`config.mk`:
```
export PLATFORM = sky130hd
export DESIGN_NAME = layer_compositor_ctrl_flat
export DESIGN_NICKNAME = d
export VERILOG_FILES = /design/src/rtl/layer_compositor_ctrl_if.sv /design/src/rtl/layer_compositor_ctrl.sv /design/src/flat_wrapper.sv
export SDC_FILE = /design/constraint.sdc
export NUM_CORES = 1
export LEC_CHECK = 0
export CAP_MARGIN = 40
export CORE_UTILIZATION = 40
export CTS_CLUSTER_DIAMETER = 200
export DETAILED_ROUTE_END_ITERATION = 6
export PLACE_DENSITY = 0.65
export SYNTH_ARGS = -nofsm -noshare
export SYNTH_HDL_FRONTEND = slang
export SYNTH_SLANG_ARGS = --single-unit
```
`constraint.sdc`:
```
create_clock -name Clk -period 2.4 [get_ports Clk]
set_input_delay 0.36 -clock Clk [delete_from_list [all_inputs] [get_ports Clk]]
set_output_delay 0.36 -clock Clk [all_outputs]
set_load 0.05 [all_outputs]
```
`src/rtl/layer_compositor_ctrl_if.sv`:
```
// Pixel/config bundle between the object generators, config master and the compositor.
`default_nettype none

interface layer_compositor_ctrl_if #(
    parameter int NUM_LAYERS = 4
);
    logic                  frame_start;
    logic                  pix_valid;
    logic [NUM_LAYERS-1:0] layer_req;
    logic                  cfg_we;
    logic [2:0]            cfg_addr;
    logic [23:0]           cfg_wdata;
    logic                  out_valid;
    logic [2:0]            out_layer;
    logic [7:0]            VGA_R;
    logic [7:0]            VGA_G;
    logic [7:0]            VGA_B;
    logic                  blink_phase;

    modport master (
        output frame_start, pix_valid, layer_req, cfg_we, cfg_addr, cfg_wdata,
        input  out_valid, out_layer, VGA_R, VGA_G, VGA_B, blink_phase
    );

    modport slave (
        input  frame_start, pix_valid, layer_req, cfg_we, cfg_addr, cfg_wdata,
        output out_valid, out_layer, VGA_R, VGA_G, VGA_B, blink_phase
    );
endinterface

`default_nettype wire

```
`src/rtl/layer_compositor_ctrl.sv`:
```
// layer_compositor_ctrl: per-pixel layer arbiter with frame-synchronous palette.
// Optional blink support is enabled by defining LAYER_BLINK_EN.  Rev 1.0
`default_nettype none

module layer_compositor_ctrl #(
    parameter int NUM_LAYERS   = 4,
    parameter int BLINK_FRAMES = 16
) (
    input wire Clk,
    input wire Reset,
    layer_compositor_ctrl_if.slave bus
);
    localparam logic [23:0] c_BG = 24'hFFFFFF;
    localparam logic [2:0]  c_BG_IDX = 3'(NUM_LAYERS);
    localparam logic [23:0] c_RST_COL [6] = '{24'hFFFF00, 24'h87CEEB, 24'hF0828C,
                                              24'h000000, 24'h000000, 24'h000000};

    logic [23:0]           col_sh_q  [NUM_LAYERS];
    logic [23:0]           col_act_q [NUM_LAYERS];
    logic [NUM_LAYERS-1:0] en_sh_q, en_act_q;
    logic [NUM_LAYERS-1:0] w_blk_mask;
    logic                  w_phase;

`ifdef LAYER_BLINK_EN
    localparam int              c_CW  = (BLINK_FRAMES > 1) ? $clog2(BLINK_FRAMES) : 1;
    localparam logic [c_CW-1:0] c_MAX = c_CW'(BLINK_FRAMES - 1);

    logic [NUM_LAYERS-1:0] blink_sh_q, blink_act_q;
    logic [c_CW-1:0]       frm_cnt_q;
    logic                  phase_q;

    always_ff @(posedge Clk) begin
        if (Reset) begin
            blink_sh_q  <= '0;
            blink_act_q <= '0;
            frm_cnt_q   <= '0;
            phase_q     <= 1'b0;
        end else begin
            if (bus.cfg_we && bus.cfg_addr == 3'd6)
                blink_sh_q <= bus.cfg_wdata[NUM_LAYERS-1:0];
            if (bus.frame_start) begin
                blink_act_q <= blink_sh_q;
                if (frm_cnt_q == c_MAX) begin
                    frm_cnt_q <= '0;
                    phase_q   <= ~phase_q;
                end else begin
                    frm_cnt_q <= frm_cnt_q + 1'b1;
                end
            end
        end
    end

    assign w_phase    = phase_q;
    assign w_blk_mask = phase_q ? blink_act_q : '0;
`else
    assign w_phase    = 1'b0;
    assign w_blk_mask = '0;
`endif

    // Shadow takes writes; active copies the pre-write shadow only at frame_start.
    always_ff @(posedge Clk) begin
        if (Reset) begin
            for (int i = 0; i < NUM_LAYERS; i++) begin
                col_sh_q[i]  <= c_RST_COL[i];
                col_act_q[i] <= c_RST_COL[i];
            end
            en_sh_q  <= '1;
            en_act_q <= '1;
        end else begin
            if (bus.cfg_we) begin
                for (int i = 0; i < NUM_LAYERS; i++) begin
                    if (bus.cfg_addr == 3'(i))
                        col_sh_q[i] <= bus.cfg_wdata;
                end
                if (bus.cfg_addr == 3'd7)
                    en_sh_q <= bus.cfg_wdata[NUM_LAYERS-1:0];
            end
            if (bus.frame_start) begin
                for (int i = 0; i < NUM_LAYERS; i++)
                    col_act_q[i] <= col_sh_q[i];
                en_act_q <= en_sh_q;
            end
        end
    end

    logic                  s1_valid_q;
    logic [NUM_LAYERS-1:0] s1_req_q, s1_req_d;
    logic                  out_valid_q;
    logic [2:0]            out_layer_q, out_layer_d;
    logic [23:0]           rgb_q, rgb_d;

    always_comb begin
        s1_req_d = '0;
        if (bus.pix_valid)
            s1_req_d = bus.layer_req & en_act_q & ~w_blk_mask;
    end

    // Descending scan so the lowest set bit is the last (winning) assignment.
    always_comb begin
        out_layer_d = c_BG_IDX;
        rgb_d       = c_BG;
        for (int i = NUM_LAYERS - 1; i >= 0; i--) begin
            if (s1_req_q[i]) begin
                out_layer_d = 3'(i);
                rgb_d       = col_act_q[i];
            end
        end
        if (!s1_valid_q) begin
            out_layer_d = c_BG_IDX;
            rgb_d       = 24'h000000;
        end
    end

    always_ff @(posedge Clk) begin
        if (Reset) begin
            s1_valid_q  <= 1'b0;
            s1_req_q    <= '0;
            out_valid_q <= 1'b0;
            out_layer_q <= c_BG_IDX;
            rgb_q       <= 24'h000000;
        end else begin
            s1_valid_q  <= bus.pix_valid;
            s1_req_q    <= s1_req_d;
            out_valid_q <= s1_valid_q;
            out_layer_q <= out_layer_d;
            rgb_q       <= rgb_d;
        end
    end

    assign bus.out_valid   = out_valid_q;
    assign bus.out_layer   = out_layer_q;
    assign bus.VGA_R       = rgb_q[23:16];
    assign bus.VGA_G       = rgb_q[15:8];
    assign bus.VGA_B       = rgb_q[7:0];
    assign bus.blink_phase = w_phase;

endmodule

`default_nettype wire

```
`src/flat_wrapper.sv`:
```
// flat-port wrapper written by rule: the top's interface ports become plain ports
module layer_compositor_ctrl_flat 
#(
    parameter int NUM_LAYERS   = 4,
    parameter int BLINK_FRAMES = 16
)
  (Clk, Reset, bus_frame_start, bus_pix_valid, bus_layer_req, bus_cfg_we, bus_cfg_addr, bus_cfg_wdata, bus_out_valid, bus_out_layer, bus_VGA_R, bus_VGA_G, bus_VGA_B, bus_blink_phase);
  layer_compositor_ctrl_if #(.NUM_LAYERS(NUM_LAYERS)) bus_i ();
  input wire Clk;
  input wire Reset;
  input wire logic [$bits(bus_i.frame_start)-1:0] bus_frame_start;
  input wire logic [$bits(bus_i.pix_valid)-1:0] bus_pix_valid;
  input wire logic [$bits(bus_i.layer_req)-1:0] bus_layer_req;
  input wire logic [$bits(bus_i.cfg_we)-1:0] bus_cfg_we;
  input wire logic [$bits(bus_i.cfg_addr)-1:0] bus_cfg_addr;
  input wire logic [$bits(bus_i.cfg_wdata)-1:0] bus_cfg_wdata;
  output wire logic [$bits(bus_i.out_valid)-1:0] bus_out_valid;
  output wire logic [$bits(bus_i.out_layer)-1:0] bus_out_layer;
  output wire logic [$bits(bus_i.VGA_R)-1:0] bus_VGA_R;
  output wire logic [$bits(bus_i.VGA_G)-1:0] bus_VGA_G;
  output wire logic [$bits(bus_i.VGA_B)-1:0] bus_VGA_B;
  output wire logic [$bits(bus_i.blink_phase)-1:0] bus_blink_phase;
  assign bus_i.frame_start = bus_frame_start;
  assign bus_i.pix_valid = bus_pix_valid;
  assign bus_i.layer_req = bus_layer_req;
  assign bus_i.cfg_we = bus_cfg_we;
  assign bus_i.cfg_addr = bus_cfg_addr;
  assign bus_i.cfg_wdata = bus_cfg_wdata;
  assign bus_out_valid = bus_i.out_valid;
  assign bus_out_layer = bus_i.out_layer;
  assign bus_VGA_R = bus_i.VGA_R;
  assign bus_VGA_G = bus_i.VGA_G;
  assign bus_VGA_B = bus_i.VGA_B;
  assign bus_blink_phase = bus_i.blink_phase;
  layer_compositor_ctrl #(.NUM_LAYERS(NUM_LAYERS), .BLINK_FRAMES(BLINK_FRAMES)) u_core (.Clk(Clk), .Reset(Reset), .bus(bus_i));
endmodule
```
==> metrics.md, run 1 <==
| Metric | Value |
|---|---|
| Tot GR Track Use | `15.4%` |
| Hold-fix buffers, CTS | `0` |
| First-pass GRT wire length | `26.7 mm` |
| Clk Tree Root Cell | `clkbuf_16` |
| Final hold violation count | `0` |
| Detail Route Antenna Nets | `0` |
| Fin Clk Skew | `10.4 ps` |
| HPWL Detailed | `10.7 mm` |
| GPL Wtd Cong | `0.733` |
| Number of synthesized register bits | `233` |
| WP buf/inv | `1` |
| Fill count | `1893` |
| Boundary pin count | `65` |
| Share of the synthesized area in the top cell type | `64.4%` |
| Postcts setup bufs | `0` |
| Crit path arrival time | `1690 ps` |
| Fin crit share | `85.5%` |
| Core area | `21900 um2` |
| Synth-to-Final Area Change | `20.8%` |
| Leak | `3.88 nW` |
| Largest net degree at the start of global routing | `50` |
| Power per cell area | `837 nW/um2` |
| Post-DR wirelength/cell | `17.4 um` |
| Average via count per standard cell | `4.95` |
| Critical Path Sink Type | `output port` |
| Dpl cell area | `9990 um2` |
| Clk_lat worst skew | `500 ps` |
| Yosys warning count | `0` |
| Total number of vias | `4863` |
| Most frequent cell after synthesis | `edfxtp_1` |
| Final TNS setup | `0 ps` |
| I/O Buffers | `63` |
| Layout cells sized above 1 | `9.40%` |
| Layout net count | `720` |
| DR DRC count | `0` |
| Num CTS Buffers | `24` |
| RSZ-0062 raised after global routing | `false` |
| Cells after synthesis | `615` |
| Max stage delay on crit path | `820 ps` |
| DIE HEIGHT | `152 um` |
| Critical path type | `register to output port` |
| Hold WC Path Type | `input port to register` |
| Cell Chain, Critical Path | `clkdlybuf4s50_1` |
| Clock Path Buffers | `3` |
| EDFF count, synth | `192` |
| Commonest cells in the netlist | `192 x edfxtp_1, 98 x and2_1, 79 x nand2b_1` |
| Slowest cell on crit path | `clkdlybuf4s50_1` |
| Synth unique cells | `32` |
| CTS sink cnt | `233` |
| Seq/Total Area, Yosys | `73.6%` |
| Syn Area/Cell | `14.5 um2` |
| Initial Utilization | `40.9%` |
| R2r setup slk | `550 ps` |
| Final Max Slew Viols | `0` |
| Delay-heaviest family, CP | `buffers and inverters` |
| Synth top area cells | `edfxtp_1 64%, dfxtp_1 9.2%, and2_1 6.9%, nand2b_1 5.5%, a221oi_1 2.3%` |
| Max IR drop VDD | `0.000395 V` |
| Final setup fails | `0` |
| CP Data Required Time | `2040 ps` |
| Rows | `54` |
| Syn_nets | `651` |
| Die ar. | `23000 um2` |
| CP Max Fanout | `1` |
| H-tree levels | `1` |
| Congestion Overflow GR | `0` |
| DRT Wirelength | `17.1 mm` |
| DR pass1 iterations | `4` |
| Post-Syn Area | `8950 um2` |
| Slew HR | `55.1%` |
| Total inserted antenna cells | `0` |
| Async SR Flop Fraction | `0%` |
| Area leader, netlist | `edfxtp_1` |
| TritonCTS clock tree | `done` |
| CP Launch Type | `register` |
| Ys flop type | `edfxtp_1` |
| Clk slew on worst S/H paths | `60 ps` |
| Max Cap Viol | `0` |
| Die X-Extent | `152 um` |
| Post-Layout Inst Area | `10800 um2` |
| Initial antenna violation count | `0` |
| Number of global-route vias before repair | `5068` |
| Status | `completed` |
| Post-layout minimum cycle time | `2050 ps` |
| Worst-margin pin slew | `672 ps` |
| Starting DRT DRC Count | `342` |
| Fmax | `487 MHz` |
| Resize count post-CTS | `0` |
-- per-layer routing --
metal,GRT usage [%],part of all wire [%],up-vias
met3,2.34,4.0,23
met4,4.75,1.7,0
li1,-,-,2356
met5,0,0,-
met1,18.3,41,2376
met2,28.7,54,108
-- path summary, 6_finish.rpt --
kind                      start                  to  depth (start not counted)
max             u_core.rgb_q[7]        bus_VGA_B[7]                          1
min            bus_layer_req[0]  u_core.s1_req_q[0]                          2
max reg2reg  u_core.s1_req_q[2]    u_core.rgb_q[14]                          4
min reg2reg   u_core.en_sh_q[2]   u_core.en_sh_q[2]                          1
-- layout make-up --
cell class / instances / area (um2) / area share, %
Inverter: 31 / 116 / 1.08
Clock inverter: 6 / 109 / 1.01
Multi-Input combinational cell: 310 / 2060 / 19.0
Sequential cell: 233 / 6590 / 60.9
Tap cell: 280 / 350 / 3.24
Clock buffer: 38 / 714 / 6.61
Timing Repair Buffer: 84 / 876 / 8.10
-- sequential cells by signal, summed over array words and instances (netlist names) --
register	flops
u_core.col_sh_q	96
u_core.col_act_q	96
u_core.bus.out_valid	1
u_core.en_act_q	4
u_core.rgb_q	24
u_core.s1_valid_q	1
u_core.bus.out_layer	3
u_core.en_sh_q	4
u_core.s1_req_q	4
-- placed cells by master (no fill, tap or decap), drive strengths merged --
cell	n
and2	99
nand4	1
clkinv	3
o21bai	2
clkdlybuf4s50	63
o221ai	24
conb	1
nor2b	7
or2	1
edfxtp	192
inv	31
nor2	10
a31o	1
a211o	8
a21o	1
nand2	7
a21oi	24
clkbuf	38
and2b	1
bufinv	3
o41ai	1
a211oi	1
nand2b	79
a221oi	24
nor3	3
buf	21
nor4	7
and3	8
dfxtp	41
-- kinds of logic (layout without fill, tap and decap cells) --
| group | after synthesis | in the layout | share of synthesized area, % |
|---|---|---|---|
| AO/OA/AOI/OAI | 86 | 86 | 7.36 |
| buffers and inverters | 72 | 159 | 3.58 |
| AND/OR/NAND/NOR | 223 | 223 | 15.4 |
| other | 1 | 1 | 0.0419 |
| flip-flops | 233 | 233 | 73.6 |
-- per-stage QoR --
stage	cells	hold WS (ps)	util (%)	total power [mW]	setup WS, ps
after floorplan	615	437	-	5.09	164
after global placement	938	455	45.6	5.32	339
after detailed placement	938	459	45.6	5.35	312
after CTS	982	437	49.4	9.13	316
after global routing	982	450	49.4	9.35	310
final	982	456	49.4	9.05	348
-- power by group --
group,total [mW],switching [mW],internal (mW)
combinational,0.564,0.339,0.225
clock,3.79,1.43,2.36
sequential,4.69,0.0661,4.63
Note: power is estimated with default switching activity, not from simulation.
==> inputs of run 2 (changes only) <==
Settings changed: CORE_MARGIN set to 3.
==> metrics.md, run 2 (synthesis gave the netlist of run 1 again) <==
| Metric | Value |
|---|---|
| Postcts setup bufs | `0` |
| Hold WC Path Type | `input port to register` |
| Clock Path Buffers | `3` |
| Worst-margin pin slew | `639 ps` |
| CP Data Required Time | `2040 ps` |
| Total inserted antenna cells | `0` |
| Die ar. | `24200 um2` |
| Clk_lat worst skew | `510 ps` |
| Synth-to-Final Area Change | `20.2%` |
| DIE HEIGHT | `156 um` |
| Hold-fix buffers, CTS | `0` |
| Clk Tree Root Cell | `clkbuf_16` |
| WP buf/inv | `1` |
| Resize count post-CTS | `0` |
| Congestion Overflow GR | `0` |
| Clk slew on worst S/H paths | `60 ps` |
| I/O Buffers | `63` |
| Fmax | `504 MHz` |
| HPWL Detailed | `10.2 mm` |
| Rows | `54` |
| Die X-Extent | `156 um` |
| Final setup fails | `0` |
| CP Max Fanout | `1` |
| TritonCTS clock tree | `done` |
| DR pass1 iterations | `4` |
| Initial antenna violation count | `0` |
| Detail Route Antenna Nets | `0` |
| Max stage delay on crit path | `810 ps` |
| Status | `completed` |
| Delay-heaviest family, CP | `buffers and inverters` |
| Core area | `21900 um2` |
| Most common cell after layout, fill and taps aside | `edfxtp_1` |
| Tot GR Track Use | `13.7%` |
| Post-DR wirelength/cell | `17.0 um` |
| Number of global-route vias before repair | `5164` |
| Crit path arrival time | `1620 ps` |
| CTS sink cnt | `233` |
| Largest regs | `u_core.col_act_q x96, u_core.col_sh_q x96, u_core.rgb_q x24` |
| Post-layout minimum cycle time | `1980 ps` |
| Fin Clk Skew | `16.1 ps` |
| Final hold violation count | `0` |
| Boundary pin count | `65` |
| GPL Wtd Cong | `0.762` |
| Storage cell area | `6590 um2` |
| Average via count per standard cell | `4.91` |
| RSZ-0062 raised after global routing | `false` |
| Max Cap Viol | `0` |
| Largest net degree at the start of global routing | `97` |
| Layout net count | `720` |
| Leak | `3.85 nW` |
| Initial Utilization | `40.9%` |
| Layout cells sized above 1 | `9.26%` |
| Num CTS Buffers | `24` |
| Fin crit share | `82.6%` |
| Cell Chain, Critical Path | `clkdlybuf4s50_1` |
| Most frequent cells in the layout | `192 x edfxtp_1, 98 x and2_1, 79 x nand2b_1` |
| Max IR drop VDD | `0.000576 V` |
| Critical Path Sink Type | `output port` |
| Final TNS setup | `0 ps` |
| Multi-input combinational cell area | `2060 um2` |
| CP Launch Type | `register` |
| Critical path type | `register to output port` |
| Total number of vias | `4826` |
| DRT Wirelength | `16.7 mm` |
| Util after Layout | `49.1%` |
| Slew HR | `57.4%` |
| Fill count | `1896` |
| H-tree levels | `1` |
| DR DRC count | `0` |
| Starting DRT DRC Count | `289` |
| Power per cell area | `820 nW/um2` |
| First-pass GRT wire length | `26.5 mm` |
| Final Max Slew Viols | `0` |
| Slowest cell on crit path | `clkdlybuf4s50_1` |
[run 2: per-stage QoR]
step	total power [mW]	instances	hold slack, ps	area (um2)	worst slack, ps
after global routing	9.11	982	455	10800	370
after floorplan	5.09	615	437	8950	164
after detailed placement	5.34	938	465	9970	222
after CTS	8.90	982	441	10800	390
after global placement	5.32	938	445	9970	276
final	8.81	982	457	10800	417
[run 2: worst paths after layout]
| path | startpoint | endpoint | slack, ps | cells past startpoint |
|---|---|---|---|---|
| worst min-delay path | bus_layer_req[3] | u_core.s1_req_q[3] | 460 | 2 |
| worst min register to register | u_core.en_sh_q[0] | u_core.en_act_q[0] | 480 | 1 |
| worst max-delay path | u_core.rgb_q[10] | bus_VGA_G[2] | 420 | 1 |
| worst max register to register | u_core.s1_req_q[2] | u_core.rgb_q[11] | 570 | 4 |
[run 2: layout make-up]
| cell class | count | share of cell area, % |
|---|---|---|
| clock inverter | 4 | 0.233 |
| tap | 280 | 3.26 |
| multi-input combinational | 310 | 19.1 |
| sequential | 233 | 61.3 |
| clock buffer | 40 | 7.01 |
| inverter | 31 | 1.08 |
| timing repair buffer | 84 | 8.03 |
[run 2: where the power goes]
group	internal [mW]	switching, mW	total, mW
clock network	2.14	1.42	3.56
logic	0.222	0.333	0.555
registers	4.63	0.0663	4.69
total	6.99	1.82	8.81
[run 2: layer usage]
layer / GRT usage, % / part of all wire [%] / vias up
met5: 0 / 0 / -
met4: 4.38 / 2.2 / 0
met3: 2.47 / 5.6 / 29
met2: 26.3 / 55 / 118
met1: 15.4 / 38 / 2329
li1: - / - / 2350
==> inputs of run 3 (changes only) <==
Clock period 2.4 ns to 2 ns, I/O delays scaled along.
==> metrics.md, run 3 (synthesis gave the netlist of run 1 again) <==
| Metric | Value |
|---|---|
| Hold WC Path Type | `input port to register` |
| First-pass GRT wire length | `28.0 mm` |
| Clk slew on worst S/H paths | `60 ps` |
| Slowest cell on crit path | `clkdlybuf4s50_1` |
| Multi-input combinational cell area | `2060 um2` |
| Tot Pwr | `11.2 mW` |
| CTS sink cnt | `233` |
| Total inserted antenna cells | `0` |
| Tot GR Track Use | `14.6%` |
| Fin Clk Skew | `6.94 ps` |
| R2r worst-path depth | `4` |
| WP buf/inv | `1` |
| DR DRC count | `0` |
| Dpl cell area | `10100 um2` |
| Fmax | `519 MHz` |
| Worst-margin pin slew | `597 ps` |
| Final TNS setup | `0 ps` |
| Critical Path Sink Type | `output port` |
| Crit path arrival time | `1630 ps` |
| Post-Place Cells | `944` |
| Die ar. | `24200 um2` |
| GPL Wtd Cong | `0.739` |
| Storage cell area | `6590 um2` |
| Core area | `21900 um2` |
| CP Launch Type | `register` |
| Boundary pin count | `65` |
| Final hold violation count | `0` |
| Hold Path Origin | `bus_layer_req[3]` |
| Power per cell area | `1020 nW/um2` |
| Hold path cells | `2` |
| Clock Path Buffers | `3` |
| Max IR drop VDD | `0.000688 V` |
| Post-Layout Inst Area | `11000 um2` |
| Synth-to-Final Area Change | `22.8%` |
| Clk_lat worst skew | `510 ps` |
| Leak | `3.95 nW` |
| Reg2reg start | `u_core.s1_req_q[2]` |
| Worst R2R End | `u_core.rgb_q[16]` |
| HPWL Detailed | `10.8 mm` |
| Largest net degree at the start of global routing | `49` |
| Hold-fix buffers, CTS | `0` |
| Fill count | `1823` |
| Starting DRT DRC Count | `418` |
| Final setup fails | `0` |
| Postcts setup bufs | `0` |
| Max stage delay on crit path | `800 ps` |
| Most common cell after layout, fill and taps aside | `edfxtp_1` |
| Fin crit share | `96.4%` |
| Layout net count | `726` |
| Number of global-route vias before repair | `5249` |
| Die X-Extent | `156 um` |
| I/O Buffers | `63` |
| Delay-heaviest family, CP | `buffers and inverters` |
| Resize count post-CTS | `0` |
| DRT Wirelength | `17.6 mm` |
| Cell Chain, Critical Path | `clkdlybuf4s50_1` |
| TritonCTS clock tree | `done` |
| Initial Utilization | `40.9%` |
| Rows | `54` |
| Post-layout minimum cycle time | `1930 ps` |
| Hold EP | `u_core.s1_req_q[3]` |
| Layout cells sized above 1 | `10.3%` |
| Final cell count without fillers | `988` |
| Congestion Overflow GR | `0` |
| CP Data Required Time | `1700 ps` |
| Util after Layout | `50.2%` |
| Final Max Slew Viols | `0` |
| DR pass1 iterations | `4` |
| Initial antenna violation count | `0` |
| Total number of vias | `4911` |
| Clk Tree Root Cell | `clkbuf_16` |
| DIE HEIGHT | `156 um` |
| H-tree levels | `1` |
| RSZ-0062 raised after global routing | `false` |
| Average via count per standard cell | `4.97` |
| Critical path type | `register to output port` |
| Max Cap Viol | `0` |
| Detail Route Antenna Nets | `0` |
| CP Max Fanout | `1` |
| Largest regs | `u_core.col_act_q x96, u_core.col_sh_q x96, u_core.rgb_q x24` |
| Slew HR | `60.2%` |
| R2r setup slk | `200 ps` |
| Post-DR wirelength/cell | `17.8 um` |
| Status | `completed` |
| Most frequent cells in the layout | `192 x edfxtp_1, 98 x and2_1, 79 x nand2b_1` |
| Num CTS Buffers | `24` |
[run 3: cell types whose count changed in the layout (fill, tap and decap cells not counted), sizes merged]
cell	delta
clkinvlp	+1
inv	-1
buf	+6
clkinv	+1
clkbuf	-6
bufinv	+5
[run 3: where the power goes]
group / switching, mW / total (mW) / internal, mW
Clock: 1.78 / 4.87 / 3.09
Sequential: 0.0802 / 5.63 / 5.55
Combinational: 0.409 / 0.697 / 0.287
[run 3: worst max path at each step]
| stage | startpoint | to | slack, ps | cells after the start |
|---|---|---|---|---|
| floorplan | bus_cfg_addr[2] | u_core.col_sh_q[0][48] | -180 | 3 |
| global placement | bus_cfg_addr[1] | u_core.col_sh_q[0][89] | -7 | 5 |
| detailed placement | bus_cfg_addr[1] | u_core.col_sh_q[0][81] | -50 | 5 |
| CTS | u_core.rgb_q[11] | bus_VGA_G[3] | 60 | 1 |
| global route | u_core.rgb_q[8] | bus_VGA_G[0] | 10 | 1 |
| finish | u_core.rgb_q[11] | bus_VGA_G[3] | 70 | 1 |
[run 3: routing by layer]
metal	track usage, %	wire (um)
met1	17.2	6920
met2	27.7	9430
met3	2.05	929
met4	4.21	329
met5	0	0
[run 3: through the flow]
step	hold slack (ps)	setup slack, ps
after floorplan	402	-176
after global placement	448	-6.66
after CTS	373	56.7
after detailed placement	461	-51.5
final	387	72.9
after global routing	388	14.5
[run 3: worst register-to-register path: cells and delay by family (launching register included)]
family                 cells  cell delay [ps]
DFF                        1              400
and+or+nand+nor            1              520
buffers and inverters      1              310
AOI/OAI and AO/OA          2              460
[run 3: area by class of cell]
cell class                 count  area share [%]
timing repair buffer          90            9.07
inverter                      31            1.06
clock buffer                  34            6.39
sequential                   233            60.0
tap                          280            3.19
clock inverter                10            1.61
multi-input combinational    310            18.7
